File: src/rtl/load_store_unit_if.sv
// Requester-side request/response handshake bundle for the load/store unit.
// master = requester, slave = load_store_unit.
interface load_store_unit_if;
    logic         req_valid;
    logic         req_ready;
    logic         req_write;
    logic [0:1]   req_size;
    logic [0:11]  req_adr;
    logic [0:47]  req_wdata;
    logic         resp_valid;
    logic         resp_ready;
    logic [0:47]  resp_data;
    logic         resp_err;

    modport master (
        output req_valid, req_write, req_size, req_adr, req_wdata, resp_ready,
        input  req_ready, resp_valid, resp_data, resp_err
    );

    modport slave (
        input  req_valid, req_write, req_size, req_adr, req_wdata, resp_ready,
        output req_ready, resp_valid, resp_data, resp_err
    );
endinterface

File: src/rtl/load_store_unit.sv
// Single-transaction load/store unit: byte/half/6-byte-word accesses, sub-word stores via read-merge-write.
// Optional macro LSU_BOUNDS_CHECK_EN rejects any request whose 6-byte window would pass address 1023.
module load_store_unit (
    input  logic                 clk,
    input  logic                 rst_n,
    load_store_unit_if.slave     req_bus,
    output logic                 memwrite,
    output logic                 memread,
    output logic [0:11]          mem_adr,
    output logic [0:47]          write_data,
    input  logic [0:47]          mem_word
);

    localparam int unsigned AW = 12;
    localparam int unsigned DW = 48;

    localparam logic [1:0] SZ_BYTE = 2'b00;
    localparam logic [1:0] SZ_HALF = 2'b01;
    localparam logic [1:0] SZ_WORD = 2'b10;
    localparam logic [1:0] SZ_RSVD = 2'b11;

    typedef enum logic [1:0] {IDLE, READ, WRITE, RESP} state_t;

    state_t        state;
    logic          write_q;
    logic [1:0]    size_q;
    logic [0:AW-1] adr_q;
    logic [0:15]   wdata_q;
    logic          req_err_c;
    logic          accept_c;

    // Merge right-justified store data into the most-significant bytes of the fetched word.
    function automatic logic [0:DW-1] merge_store(input logic [1:0] sz, input logic [0:15] wd,
                                                  input logic [0:DW-1] word);
        if (sz == SZ_BYTE) return {wd[8:15], word[8:DW-1]};
        else               return {wd, word[16:DW-1]};
    endfunction

    function automatic logic [0:DW-1] load_result(input logic [1:0] sz, input logic [0:DW-1] word);
        case (sz)
            SZ_BYTE: return {40'd0, word[0:7]};
            SZ_HALF: return {32'd0, word[0:15]};
            default: return word;
        endcase
    endfunction

    assign accept_c = req_bus.req_valid && req_bus.req_ready;

`ifdef LSU_BOUNDS_CHECK_EN
    assign req_err_c = (req_bus.req_size == SZ_RSVD) ||
                       ((13'({1'b0, req_bus.req_adr}) + 13'd5) > 13'd1023);
`else
    assign req_err_c = (req_bus.req_size == SZ_RSVD);
`endif

    always_ff @(posedge clk or negedge rst_n) begin
        if (!rst_n) begin
            state              <= IDLE;
            write_q            <= 1'b0;
            size_q             <= SZ_BYTE;
            adr_q              <= '0;
            wdata_q            <= '0;
            memread            <= 1'b0;
            memwrite           <= 1'b0;
            mem_adr            <= '0;
            write_data         <= '0;
            req_bus.req_ready  <= 1'b0;
            req_bus.resp_valid <= 1'b0;
            req_bus.resp_err   <= 1'b0;
            req_bus.resp_data  <= '0;
        end else begin
            // Memory strobes are single-cycle pulses; the bus idles at zero.
            memread           <= 1'b0;
            memwrite          <= 1'b0;
            mem_adr           <= '0;
            write_data        <= '0;
            req_bus.req_ready <= 1'b0;
            case (state)
                IDLE: begin
                    if (accept_c) begin
                        write_q <= req_bus.req_write;
                        size_q  <= req_bus.req_size;
                        adr_q   <= req_bus.req_adr;
                        wdata_q <= req_bus.req_wdata[32:47];
                        if (req_err_c) begin
                            state              <= RESP;
                            req_bus.resp_valid <= 1'b1;
                            req_bus.resp_err   <= 1'b1;
                            req_bus.resp_data  <= '0;
                        end else if (req_bus.req_write && req_bus.req_size == SZ_WORD) begin
                            state      <= WRITE;
                            memwrite   <= 1'b1;
                            mem_adr    <= req_bus.req_adr;
                            write_data <= req_bus.req_wdata;
                        end else begin
                            state   <= READ;
                            memread <= 1'b1;
                            mem_adr <= req_bus.req_adr;
                        end
                    end else begin
                        req_bus.req_ready <= 1'b1;
                    end
                end
                READ: begin
                    if (write_q) begin
                        state      <= WRITE;
                        memwrite   <= 1'b1;
                        mem_adr    <= adr_q;
                        write_data <= merge_store(size_q, wdata_q, mem_word);
                    end else begin
                        state              <= RESP;
                        req_bus.resp_valid <= 1'b1;
                        req_bus.resp_err   <= 1'b0;
                        req_bus.resp_data  <= load_result(size_q, mem_word);
                    end
                end
                WRITE: begin
                    state              <= RESP;
                    req_bus.resp_valid <= 1'b1;
                    req_bus.resp_err   <= 1'b0;
                    req_bus.resp_data  <= '0;
                end
                RESP: begin
                    if (req_bus.resp_ready) begin
                        state              <= IDLE;
                        req_bus.resp_valid <= 1'b0;
                        req_bus.resp_err   <= 1'b0;
                        req_bus.resp_data  <= '0;
                        req_bus.req_ready  <= 1'b1;
                    end
                end
                default: state <= IDLE;
            endcase
        end
    end

endmodule

File: src/flat_wrapper.sv
// flat-port wrapper written by rule: the top's interface ports become plain ports
module load_store_unit_flat 
  (clk, rst_n, memwrite, memread, mem_adr, write_data, mem_word, req_bus_req_valid, req_bus_req_write, req_bus_req_size, req_bus_req_adr, req_bus_req_wdata, req_bus_resp_ready, req_bus_req_ready, req_bus_resp_valid, req_bus_resp_data, req_bus_resp_err);
  load_store_unit_if req_bus_i ();
  input  logic clk;
  input  logic rst_n;
  output logic memwrite;
  output logic memread;
  output logic [0:11] mem_adr;
  output logic [0:47] write_data;
  input  logic [0:47] mem_word;
  input wire logic [$bits(req_bus_i.req_valid)-1:0] req_bus_req_valid;
  input wire logic [$bits(req_bus_i.req_write)-1:0] req_bus_req_write;
  input wire logic [$bits(req_bus_i.req_size)-1:0] req_bus_req_size;
  input wire logic [$bits(req_bus_i.req_adr)-1:0] req_bus_req_adr;
  input wire logic [$bits(req_bus_i.req_wdata)-1:0] req_bus_req_wdata;
  input wire logic [$bits(req_bus_i.resp_ready)-1:0] req_bus_resp_ready;
  output wire logic [$bits(req_bus_i.req_ready)-1:0] req_bus_req_ready;
  output wire logic [$bits(req_bus_i.resp_valid)-1:0] req_bus_resp_valid;
  output wire logic [$bits(req_bus_i.resp_data)-1:0] req_bus_resp_data;
  output wire logic [$bits(req_bus_i.resp_err)-1:0] req_bus_resp_err;
  assign req_bus_i.req_valid = req_bus_req_valid;
  assign req_bus_i.req_write = req_bus_req_write;
  assign req_bus_i.req_size = req_bus_req_size;
  assign req_bus_i.req_adr = req_bus_req_adr;
  assign req_bus_i.req_wdata = req_bus_req_wdata;
  assign req_bus_i.resp_ready = req_bus_resp_ready;
  assign req_bus_req_ready = req_bus_i.req_ready;
  assign req_bus_resp_valid = req_bus_i.resp_valid;
  assign req_bus_resp_data = req_bus_i.resp_data;
  assign req_bus_resp_err = req_bus_i.resp_err;
  load_store_unit u_core (.clk(clk), .rst_n(rst_n), .req_bus(req_bus_i), .memwrite(memwrite), .memread(memread), .mem_adr(mem_adr), .write_data(write_data), .mem_word(mem_word));
endmodule
File: config.mk
export PLATFORM = sky130hd
export DESIGN_NAME = load_store_unit_flat
export DESIGN_NICKNAME = d
export VERILOG_FILES = /design/src/rtl/load_store_unit_if.sv /design/src/rtl/load_store_unit.sv /design/src/flat_wrapper.sv
export SDC_FILE = /design/constraint.sdc
export NUM_CORES = 1
export LEC_CHECK = 0
export BUFFER_PORTS_ARGS = -buffer_cell sky130_fd_sc_hd__buf_2
export CAP_MARGIN = 20
export CORE_ASPECT_RATIO = 0.5
export CORE_UTILIZATION = 30
export CTS_BUF_LIST = sky130_fd_sc_hd__clkbuf_4
export CTS_CLUSTER_SIZE = 24
export DETAILED_ROUTE_END_ITERATION = 10
export PLACE_DENSITY = 0.58
export SLEW_MARGIN = 40
export SYNTH_ARGS = -nofsm -noshare
export SYNTH_HDL_FRONTEND = slang
export SYNTH_SLANG_ARGS = --single-unit
File: constraint.sdc
create_clock -name clk -period 2.55 [get_ports clk]
set_clock_uncertainty 0.1 [all_clocks]
set_input_delay 0.255 -clock clk [delete_from_list [all_inputs] [get_ports clk]]
set_output_delay 0.255 -clock clk [all_outputs]
set_load 0.01 [all_outputs]
After elaboration in Yosys (flattened, before gate mapping). Cells that the tools add are included.

Register bits after elaboration: 146. Output and inout bits: 113. Word-level logic and storage cells: 71. Bits of input ports: 115.

Equal/unequal tests: 10. Reductions and logical operators: 7. Mux-type cells: 41.

Operators with widths (count): 48-bit 2-to-1 mux (9); 48-bit case mux with 2 select lines (2); 48-bit case mux with 4 select lines (1); 12-bit 2-to-1 mux (3); 12-bit case mux with 2 select lines (1); 1-bit 2-to-1 mux (16); 2-bit == test, second input constant (4); 2-bit 2-to-1 mux (4); 1-bit case mux with 4 select lines (2); 2-bit case mux with 4 select lines (1); 2-bit by 1-bit == test with 1-bit output, second input constant (2); 2-bit zero test (2); 2-bit by 1-bit inequality test with 1-bit output, second input constant (2); 2-bit inequality test, second input constant (2); 1-bit case mux with 2 select lines (2); 2-bit AND reduction (2); 4-bit AND reduction (1); 1-bit logical AND (2).

Longest topological paths before layout. Gate-level depths: netlist of run 1.

Depth in word-level cells: 6. Mapped depth: 8. Gate-level depth less buffers: 5.

Worst setup path before layout of run 1. No wires, ideal clock.

Path type: register to register. From: register u_core.state[1]. To: register u_core.req_bus.resp_data[0]. Arrival: 1.944 ns. Cell stages (with the launch flop): 8. Slack: 0.381 ns. Buffers on the path: 2. Library setup time: 0.125 ns. Clock period less this slack: 2.169 ns. Required time: 2.325 ns. Cell sequence: dfrtp_1 > inv_1 > ha_1 > and2_4 > buf_6 > a2111oi_4 > buf_6 > mux2_4.

Longest elaborated chain between the ends: 3. Elaborated cells on any way between the ends: 10. Classes of those cells: 7 x eq/ne; 1 x mux; 2 x reduce/logical.

Ends and longest elaborated chain: start: declaration (RTL line load_store_unit.sv:24) `state_t state;`; start signal: assignment (RTL line load_store_unit.sv:58) `state <= IDLE;`; start signal: assignment (RTL line load_store_unit.sv:86) `state <= RESP;`; start signal: assignment (RTL line load_store_unit.sv:91) `state <= WRITE;`; 2-bit by 1-bit == test with 1-bit output, or another cell as far along; 2-bit inequality test (no source line) / 2-bit by 1-bit inequality test with 1-bit output (equally long branches); 4-bit AND reduction (no source line); end signal: assignment (RTL line load_store_unit.sv:114) `req_bus.resp_data <= load_result(size_q, mem_word);`; end: declaration (RTL line load_store_unit_if.sv:22) `output req_ready, resp_valid, resp_data, resp_err`.

Several ways; a longest one is shown, not always the timed one. A chain may end at the register's enable or synchronous reset.

Worst setup path in the final report of run 1.
From: register u_core.state[1]. To: register u_core.write_data[26] (netlist name).

Longest elaborated chain between the ends: 2. Elaborated cells on any way between the ends: 3. Classes of those cells: 1 x eq/ne; 1 x mux; 1 x reduce/logical.

Ends and longest elaborated chain: 2-bit by 1-bit == test with 1-bit output / 2-bit zero test (equally long branches); 48-bit case mux with 2 select lines * (RTL line load_store_unit.sv:78) `case (state)`; end signal: assignment (RTL line load_store_unit.sv:94) `write_data <= req_bus.req_wdata;`; end signal: assignment (RTL line load_store_unit.sv:109) `write_data <= merge_store(size_q, wdata_q, mem_word);`; end: declaration (RTL line load_store_unit.sv:10) `output logic [0:47] write_data,`.

Mark *: on every way between the ends. The rest lies on a longest branch, timed or not.

==> results of run 1 <==
-- registers in the layout, indices dropped and copies added, names as in the netlist --
| register | flops |
|---|---|
| u_core.adr_q | 12 |
| u_core.mem_adr | 12 |
| u_core.memread | 1 |
| u_core.memwrite | 1 |
| u_core.req_bus.req_ready | 1 |
| u_core.req_bus.resp_data | 48 |
| u_core.req_bus.resp_err | 1 |
| u_core.req_bus.resp_valid | 1 |
| u_core.size_q | 2 |
| u_core.state | 2 |
| u_core.wdata_q | 16 |
| u_core.write_data | 48 |
| u_core.write_q | 1 |
-- metrics by stage --
stage	setup WS [ns]	cell area, um2	std cells
detailed placement	0.2618	7821	932
global placement	0.3127	7821	932
finish	0.1644	9512	1104
floorplan	0.3808	6390	457
CTS	0.1098	9507	1103
global route	0.05299	9512	1104
-- what timing repair did --
item                       4_1_cts  5_1_grt
setup endpoints to repair        0       13
gates resized for setup          0        1
hold buffers                   139        0
hold endpoints to repair       236        0
-- cell type report --
type	count	area (um2)	share of cell area, %
inverter	12	45.04	0.4736
multi-input combinational	263	2520	26.49
sequential	146	3655	38.42
clock buffer	17	127.6	1.342
tap	273	341.6	3.591
timing repair buffer	377	2654	27.90
antenna	1	2.502	0.02631
clock inverter	15	166.4	1.750
-- worst register-to-register path: stages, from the launching register on --
cell and delay, ns:
dfrtp_1 0.42, inv_1 0.12, ha_2 0.27, nand4b_1 0.23, nor2_4 0.17, buf_12 0.26, a22o_1 0.21, dlygate4sd3_1 0.55
-- cells in the mapped netlist (all sizes together) --
library cell,count,area (um2)
o21ai,1,5.000
nand3,1,5.000
a22o,44,385.4
o211ai,8,60.06
nand2b,8,50.05
inv,12,45.04
nand3b,8,60.06
o21a,1,7.510
mux2,80,1055
a2111oi,1,27.53
a21oi,3,15.01
mux2i,28,280.3
a21boi,10,75.07
nor2,4,17.52
and2,1,8.760
ha,4,50.05
buf,13,102.6
o2bb2ai,16,140.1
clkbuf,23,86.33
dfrtp,146,3654
o31ai,1,7.510
nand4b,1,8.760
nand2,10,37.54
nor2b,1,6.260
and3,32,200.2
-- worst paths after layout --
path                                           endpoint  slack (ns)
setup / recovery                  u_core.write_data[26]        0.16
hold / removal             u_core.req_bus.resp_data[32]        0.06
setup reg to reg                  u_core.write_data[26]        0.16
hold reg to reg                       u_core.mem_adr[5]        0.39
max in group asynchronous             u_core.mem_adr[9]        1.50
min in group asynchronous         u_core.write_data[24]        0.10
-- cell families (layout without fill, tap and decap cells) --
logic type                 count (synthesis)  count (layout)
buffers and inverters                     48             421
other                                      0               1
DFF                                      146             146
and+or+nand+nor                           66              66
AOI/OAI and AO/OA                         85              85
muxes                                    108             108
adders and majority gates                  4               4
-- report_power, final --
| part | switching, mW | internal, mW | total [mW] |
|---|---|---|---|
| sequential | 0.472 | 3.03 | 3.50 |
| combinational | 1.90 | 1.91 | 3.81 |
| clock | 0.887 | 0.670 | 1.56 |
| total | 3.26 | 5.62 | 8.87 |
-- per-layer routing --
metal	global-route usage (%)	part of all wire, %	vias to the layer above
li1	-	-	2390
met1	20.94	41	2664
met2	31.44	52	139
met3	4.989	4.2	40
met4	9.524	3.3	0
met5	0	0	-
==> flow_summary.toml, run 1 <==
[status]
outcome = "finished clean"

[routing]
postRouteAntennaNets = 0
num_vias = 5233
drt_iter0_drc = 266
viasPerCell = 4.740
firstDrtPassIters = 4
post_drt_wl_per_cell_um = 17.54
routed_wirelength_um = 19360
drc_errors = 0

[worst_setup_path]
cp.depth = 7
startpoint_type = "flip-flop"
worst-path-buf-inv = 3
r2r_cells = 7
cp-startpoint = "u_core.state[1]"
path_max_fanout = 48
worstSetupEndpointType = "flip-flop"
worstPathRequired_ns = 2.96
path_delay_family = "buffers and inverters"
crit_chain = "inv_1, ha_2, nand4b_1, nor2_4, buf_12, a22o_1, dlygate4sd3_1"
worstSetupPathType = "reg -> reg"
slowest_stage = "dlygate4sd3_1"
reg2reg_from = "u_core.state[1]"
max_stage_delay_ns = 0.55
critPathArrivalTime_ns = 2.80

[power_and_ir_drop]
power_mw = 8.871
leakagePower_nw = 5.050
ir_worst_vdd_mv = 0.8420
power.density_mw_per_mm2 = 932.7

[finish]
final_common_cell = "buf_2"
layout-drive-gt1-share_pct = 38.07
finalNetCount = 936
final_cell_mix = "buf_2 (226), dfrtp_1 (145), dlygate4sd3_1 (139), a22o_1 (44), mux2_4 (41)"
post-route-util_pct = 45.96
n_fill_cell = 1856
syn_to_final_growth_pct = 48.85

[sta]
hold_violations = 0
hold_slack_ns = 0.06245
rsz0062_at_grt = "false"
layout_min_cycle_time_ns = 2.386
fin_crit_sh_pct = 93.55
fmax_mhz = 419.2
tns_ns = 0
slew_viol_final = 0
setup_viol = 0
worst_slew_pin_slew_ns = 0.7285
relSlewSlack_pct = 51.43

[grt]
antenna_found_initial = 1
grt.overflow.total = 0
grt_max_degree = 61
grt_use_total_pct = 18.30
grt_pass1_wl_um = 30170
grt_pass1_vias = 5496

[worst_hold_path]
whs_path_depth = 4
hp-start = "mem_word[32]"
hold_class = "in -> reg"

[die]
dieHeight_um = 105.2
core-area_mm2 = 0.02069
die-area_mm2 = 0.02192
rows = 37
pin_count = 228
die_w_um = 208.4
initial_core_util_pct = 30.88

[synthesis]
avgSynthCellArea_um2 = 13.98
ys_ff_latch = 146
synth_cell_type_count = 29
synth_top_family_by_area = "multiplexers"
postSynthCellCount = 457
ys_seq_area_share_pct = 57.18
yosys_warnings = 0
syn_area_mm2 = 0.006390
yosys-mux-area-fraction_pct = 20.89
synth-compound-area-share_pct = 11.32
synthAdderAreaFrac_pct = 0.7832
synth-xor-area-share_pct = 0
synth_fp_nets = 576
synthSimpleGateAreaFrac_pct = 6.168

[place]
hpwl_um = 12690
numPortBuffers = 227
gp_congestion = 0.7936

[cts]
clockBufferDepth = 2
cts_tree = "yes"
cts_root_buf = "clkbuf_4"
clkSlewWorstSetupHoldPaths_ns = 0.13
clock-sinks = 146
cts-htree-levels = 4
clock_latency_ns = 0.58
numCtsBuffers = 17
cts_setup_buffers = 0

[job]
cap_violations = 0
Power figures use the tool's default switching activity.
==> run 2, diff against run 1 <==
--- a/config.mk
+++ b/config.mk
@@ -9,7 +9,6 @@
 export CAP_MARGIN = 20
 export CORE_ASPECT_RATIO = 0.5
 export CORE_UTILIZATION = 30
-export CTS_BUF_LIST = sky130_fd_sc_hd__clkbuf_4
 export CTS_CLUSTER_SIZE = 24
 export DETAILED_ROUTE_END_ITERATION = 10
 export PLACE_DENSITY = 0.58
==> run 2 against run 1 <==
Worst hold slack got worse by 0.026 ns. Utilization decreased by 0.27 points. Sequential share of layout area grew 0.22 points. Cell count fell by 3.5%. Largest power group unchanged. Via count shrank 4.0%. Flip-flop and latch count unchanged. Critical path depth did not move. Fmax grew 1.1%. Routed wire length shrank 1.9%. Die area unchanged. First-iteration DRC count shrank 7.5%.
==> flow_summary.toml, run 2 (synthesis results as in run 1) <==
[finish]
final_cell_mix = "buf_2 (226), dfrtp_1 (145), dlygate4sd3_1 (101), a22o_1 (44), mux2_4 (41)"
layout-drive-gt1-share_pct = 40.28
diodes = 0
largestRegisters = "u_core.req_bus.resp_data x48, u_core.write_data x48, u_core.wdata_q x16"
finalNetCount = 898
design_area_mm2 = 0.009457
final_common_cell = "buf_2"
layout.cells.non_filler = 1065
syn_to_final_growth_pct = 47.99

[die]
die_w_um = 208.4
rows = 37
die-area_mm2 = 0.02192
initial_core_util_pct = 30.88
pin_count = 228
core-area_mm2 = 0.02069
dieHeight_um = 105.2

[worst_setup_path]
worstSetupEndpoint = "u_core.write_data[26]"
worstSetupPathType = "reg -> reg"
regToRegSetupSlack_ns = 0.19
worstSetupEndpointType = "flip-flop"
worstPathRequired_ns = 2.81
path_max_fanout = 48
cp-startpoint = "u_core.state[1]"
r2r_cells = 7
reg2reg_from = "u_core.state[1]"
startpoint_type = "flip-flop"
critPathArrivalTime_ns = 2.62
worstReg2RegEnd = "u_core.write_data[26]"

[grt]
grt_pass1_vias = 5294
grt.overflow.total = 0
grt_max_degree = 61
antenna_found_initial = 0
grt_pass1_wl_um = 29650
grt_use_total_pct = 17.92

[place]
numPortBuffers = 227
gp_congestion = 0.7936
dpl.cell_count = 932
place_area_mm2 = 0.007821
hpwl_um = 12690

[routing]
routed_wirelength_um = 19000
drt_iter0_drc = 246
post_drt_wl_per_cell_um = 17.84
viasPerCell = 4.719
drc_errors = 0
firstDrtPassIters = 4
postRouteAntennaNets = 0
num_vias = 5026

[power_and_ir_drop]
power.density_mw_per_mm2 = 1047
leakagePower_nw = 5.044
ir_worst_vdd_mv = 0.8678

[job]
cap_violations = 0

[cts]
clock-sinks = 146
clock_latency_ns = 0.43
clkSlewWorstSetupHoldPaths_ns = 0.06
cts-htree-levels = 4
clockBufferDepth = 2
cts_setup_buffers = 0
cts_root_buf = "clkbuf_16"
cts_tree = "yes"
numCtsBuffers = 17

[sta]
rsz0062_at_grt = "false"
fin_crit_sh_pct = 92.58
layout_min_cycle_time_ns = 2.361
hold_slack_ns = 0.03603
setup_viol = 0
slew_viol_final = 0
fmax_mhz = 423.6
hold_violations = 0
relSlewSlack_pct = 51.80
tns_ns = 0
worst_slew_pin_slew_ns = 0.7231

[status]
outcome = "finished clean"

[worst_hold_path]
hp-start = "req_bus_req_size[0]"
hold_class = "in -> reg"
## run 2: changes by cell type in the layout (fill, tap and decap cells not counted), sizes merged
cell / previous run / this run
clkbuf: 17 / 20
clkinv: 9 / 6
diode: 1 / 0
dlygate4sd3: 139 / 101
## run 2: area by class of cell
cell class                      instances  area, um2
Clock buffer                           20      466.7
Timing Repair Buffer                  339       2273
Fill cell                            1877      11240
Multi-Input combinational cell        263       2520
Inverter                               12      45.04
Tap cell                              273      341.6
Sequential cell                       146       3655
Clock inverter                         12      155.1
## run 2: metal layers
metal  up-vias  track usage (%)  routed length [um]
li1       2309                -                   -
met1      2563            20.85                7758
met2       121            31.51                9934
met3        33            3.968                 809
met4         0            8.360                 500
met5         -                0                   0
## run 2: how the worst min path moves through the flow
stage                             to  cells past startpoint
2_1_floorplan        u_core.adr_q[0]                      0
4_1_cts             u_core.size_q[0]                      2
5_1_grt             u_core.size_q[1]                      2
6_report            u_core.size_q[0]                      2
3_5_place_dp   u_core.write_data[24]                      1
3_3_place_gp   u_core.write_data[24]                      1
## run 2: stage by stage
| step | util, % | total power, mW | setup WS, ns |
|---|---|---|---|
| finish | 45.70 | 9.904 | 0.1893 |
| global route | 45.70 | 10.45 | 0.07564 |
| CTS | 45.69 | 10.01 | 0.1389 |
| detailed placement | 37.80 | 7.139 | 0.2618 |
| global placement | 37.80 | 7.048 | 0.3127 |
| floorplan | - | 5.962 | 0.3808 |
## run 2: power breakdown
part           total, mW  leakage (nW)  internal [mW]  switching [mW]
sequential          3.51          1.95           3.04           0.471
clock               2.63         0.302           1.62            1.01
combinational       3.76          2.79           1.88            1.88
total               9.90          5.04           6.54            3.36
## run 2: what timing repair did
| item | 4_1_cts | 5_1_grt |
|---|---|---|
| hold buffers | 101 | 0 |
| endpoints found under the setup margin | 0 | 2 |
| gates resized for setup | 0 | 1 |
| hold endpoints to repair | 147 | 0 |
## run 2: critical path, cell delays in order (launching register included)
cell and delay [ns]:
dfrtp_1 0.40, inv_1 0.12, ha_2 0.27, nand4b_1 0.23, nor2_4 0.16, buf_12 0.25, a22o_1 0.18, dlygate4sd3_1 0.55
==> run 3, diff against run 2 <==
--- a/config.mk
+++ b/config.mk
@@ -8,6 +8,7 @@
 export BUFFER_PORTS_ARGS = -buffer_cell sky130_fd_sc_hd__buf_2
 export CAP_MARGIN = 20
 export CORE_ASPECT_RATIO = 0.5
+export CORE_MARGIN = 3
 export CORE_UTILIZATION = 30
 export CTS_CLUSTER_SIZE = 24
 export DETAILED_ROUTE_END_ITERATION = 10
==> constraint.sdc (replaced) <==
create_clock -name clk -period 2.3 [get_ports clk]
set_clock_uncertainty 0.1 [all_clocks]
set_input_delay 0.23 -clock clk [delete_from_list [all_inputs] [get_ports clk]]
set_output_delay 0.23 -clock clk [all_outputs]
set_load 0.01 [all_outputs]
==> run 3 against run 2 <==
Final area is 0.73% higher. Power is 13% higher. Sequential power is 9.7% higher. Register-to-register slack worse by 0.08 ns. Global-route usage is 1.3 points lower. Critical endpoint is now u_core.write_data[23]. Largest power group unchanged.
==> flow_summary.toml, run 3 (synthesis results as in run 1) <==
[finish]
multi_input_area_mm2 = 0.002517
design_area_mm2 = 0.009525
final_cell_mix = "buf_2 (226), dfrtp_1 (145), dlygate4sd3_1 (95), a22o_1 (44), mux2_4 (41)"
layout-drive-gt1-share_pct = 41.13
largestRegisters = "u_core.req_bus.resp_data x48, u_core.write_data x48, u_core.wdata_q x16"
register_area_mm2 = 0.003655
finalNetCount = 901
n_fill_cell = 1878
syn_to_final_growth_pct = 49.07
final_common_cell = "buf_2"

[routing]
firstDrtPassIters = 4
postRouteAntennaNets = 0
drt_iter0_drc = 269
viasPerCell = 4.664
post_drt_wl_per_cell_um = 18.35
routed_wirelength_um = 19630
drc_errors = 0
num_vias = 4990

[place]
hpwl_um = 13560
place_area_mm2 = 0.007891
numPortBuffers = 227
gp_congestion = 0.8237

[sta]
fmax_mhz = 456.9
hold_violations = 0
layout_min_cycle_time_ns = 2.189
tns_ns = 0
slew_viol_final = 0
worst_slew_pin_slew_ns = 0.7566
rsz0062_at_grt = "false"
setup_viol = 0
fin_crit_sh_pct = 95.17
relSlewSlack_pct = 49.56

[grt]
grt_pass1_wl_um = 29330
grt_pass1_vias = 5148
grt_max_degree = 53
grt_use_total_pct = 16.66
antenna_found_initial = 2
grt.overflow.total = 0

[worst_setup_path]
worst-path-buf-inv = 4
crit_chain = "inv_2, ha_2, buf_4, nand4b_1, nor2_4, buf_12, a22o_1, dlygate4sd3_1"
regToRegSetupSlack_ns = 0.11
path_delay_family = "buffers and inverters"
startpoint_type = "flip-flop"
worstPathRequired_ns = 2.56
path_max_fanout = 17
worstSetupPathType = "reg -> reg"
critPathArrivalTime_ns = 2.45
slowest_stage = "dlygate4sd3_1"
max_stage_delay_ns = 0.53
worstSetupEndpointType = "flip-flop"

[cts]
cts_root_buf = "clkbuf_16"
clock_latency_ns = 0.42
cts-htree-levels = 4
clkSlewWorstSetupHoldPaths_ns = 0.06
cts_tree = "yes"
clockBufferDepth = 2
numCtsBuffers = 17
clock-sinks = 146

[die]
dieHeight_um = 109.2
rows = 37
initial_core_util_pct = 30.81
pin_count = 228
core-area_mm2 = 0.02074
die-area_mm2 = 0.02319
die_w_um = 212.4

[power_and_ir_drop]
power.density_mw_per_mm2 = 1172
leakagePower_nw = 5.013
power_mw = 11.17
ir_worst_vdd_mv = 0.7178

[status]
outcome = "finished clean"

[job]
cap_violations = 0

[worst_hold_path]
hold_class = "in -> reg"
run 3: final timing paths:
| kind | from | cells after the start | endpoint |
|---|---|---|---|
| max | u_core.state[1] | 8 | u_core.write_data[23] |
| min reg2reg | u_core.adr_q[2] | 1 | u_core.mem_adr[2] |
| min | req_bus_req_size[0] | 2 | u_core.size_q[0] |
| max reg2reg | u_core.state[1] | 8 | u_core.write_data[23] |
| max in group asynchronous | rst_n | 3 | u_core.req_bus.resp_data[24] |
| min in group asynchronous | rst_n | 2 | u_core.write_data[21] |
run 3: cell type report:
| cell class | instances | share of cell area (%) |
|---|---|---|
| timing repair buffer | 342 | 24.25 |
| clock buffer | 20 | 4.689 |
| antenna | 2 | 0.05254 |
| tap | 273 | 3.586 |
| multi-input combinational | 263 | 26.43 |
| clock inverter | 12 | 2.154 |
| inverter | 12 | 0.4729 |
| sequential | 146 | 38.37 |
run 3: stage by stage:
step | util, % | setup slack, ns | hold WS (ns) | cells
2_1_floorplan | - | 0.1308 | -0.1656 | 457
3_3_place_gp | 38.05 | 0.1984 | 0.1269 | 940
3_5_place_dp | 38.05 | 0.1432 | 0.1270 | 940
4_1_cts | 45.78 | 0.02307 | 0.01377 | 1067
5_1_grt | 45.93 | 0.01161 | 0.01923 | 1070
6_report | 45.93 | 0.1111 | 0.04500 | 1070
run 3: per-layer routing:
metal,vias up,part of all wire (%),global-route usage [%]
li1,2328,-,-
met1,2495,44,20.90
met2,126,49,27.54
met3,41,4.2,4.570
met4,0,2.8,6.733
met5,-,0,0
run 3: what timing repair did:
item,CTS,global route
hold buffers,95,0
setup endpoints to repair,0,4
setup buffers,0,1
resized for setup,0,7
hold endpoints to repair,138,0
run 3: power breakdown:
part	internal (mW)	switching [mW]	total [mW]
logic	2.09	2.14	4.23
clock network	1.96	1.12	3.08
registers	3.37	0.480	3.85
total	7.43	3.74	11.2
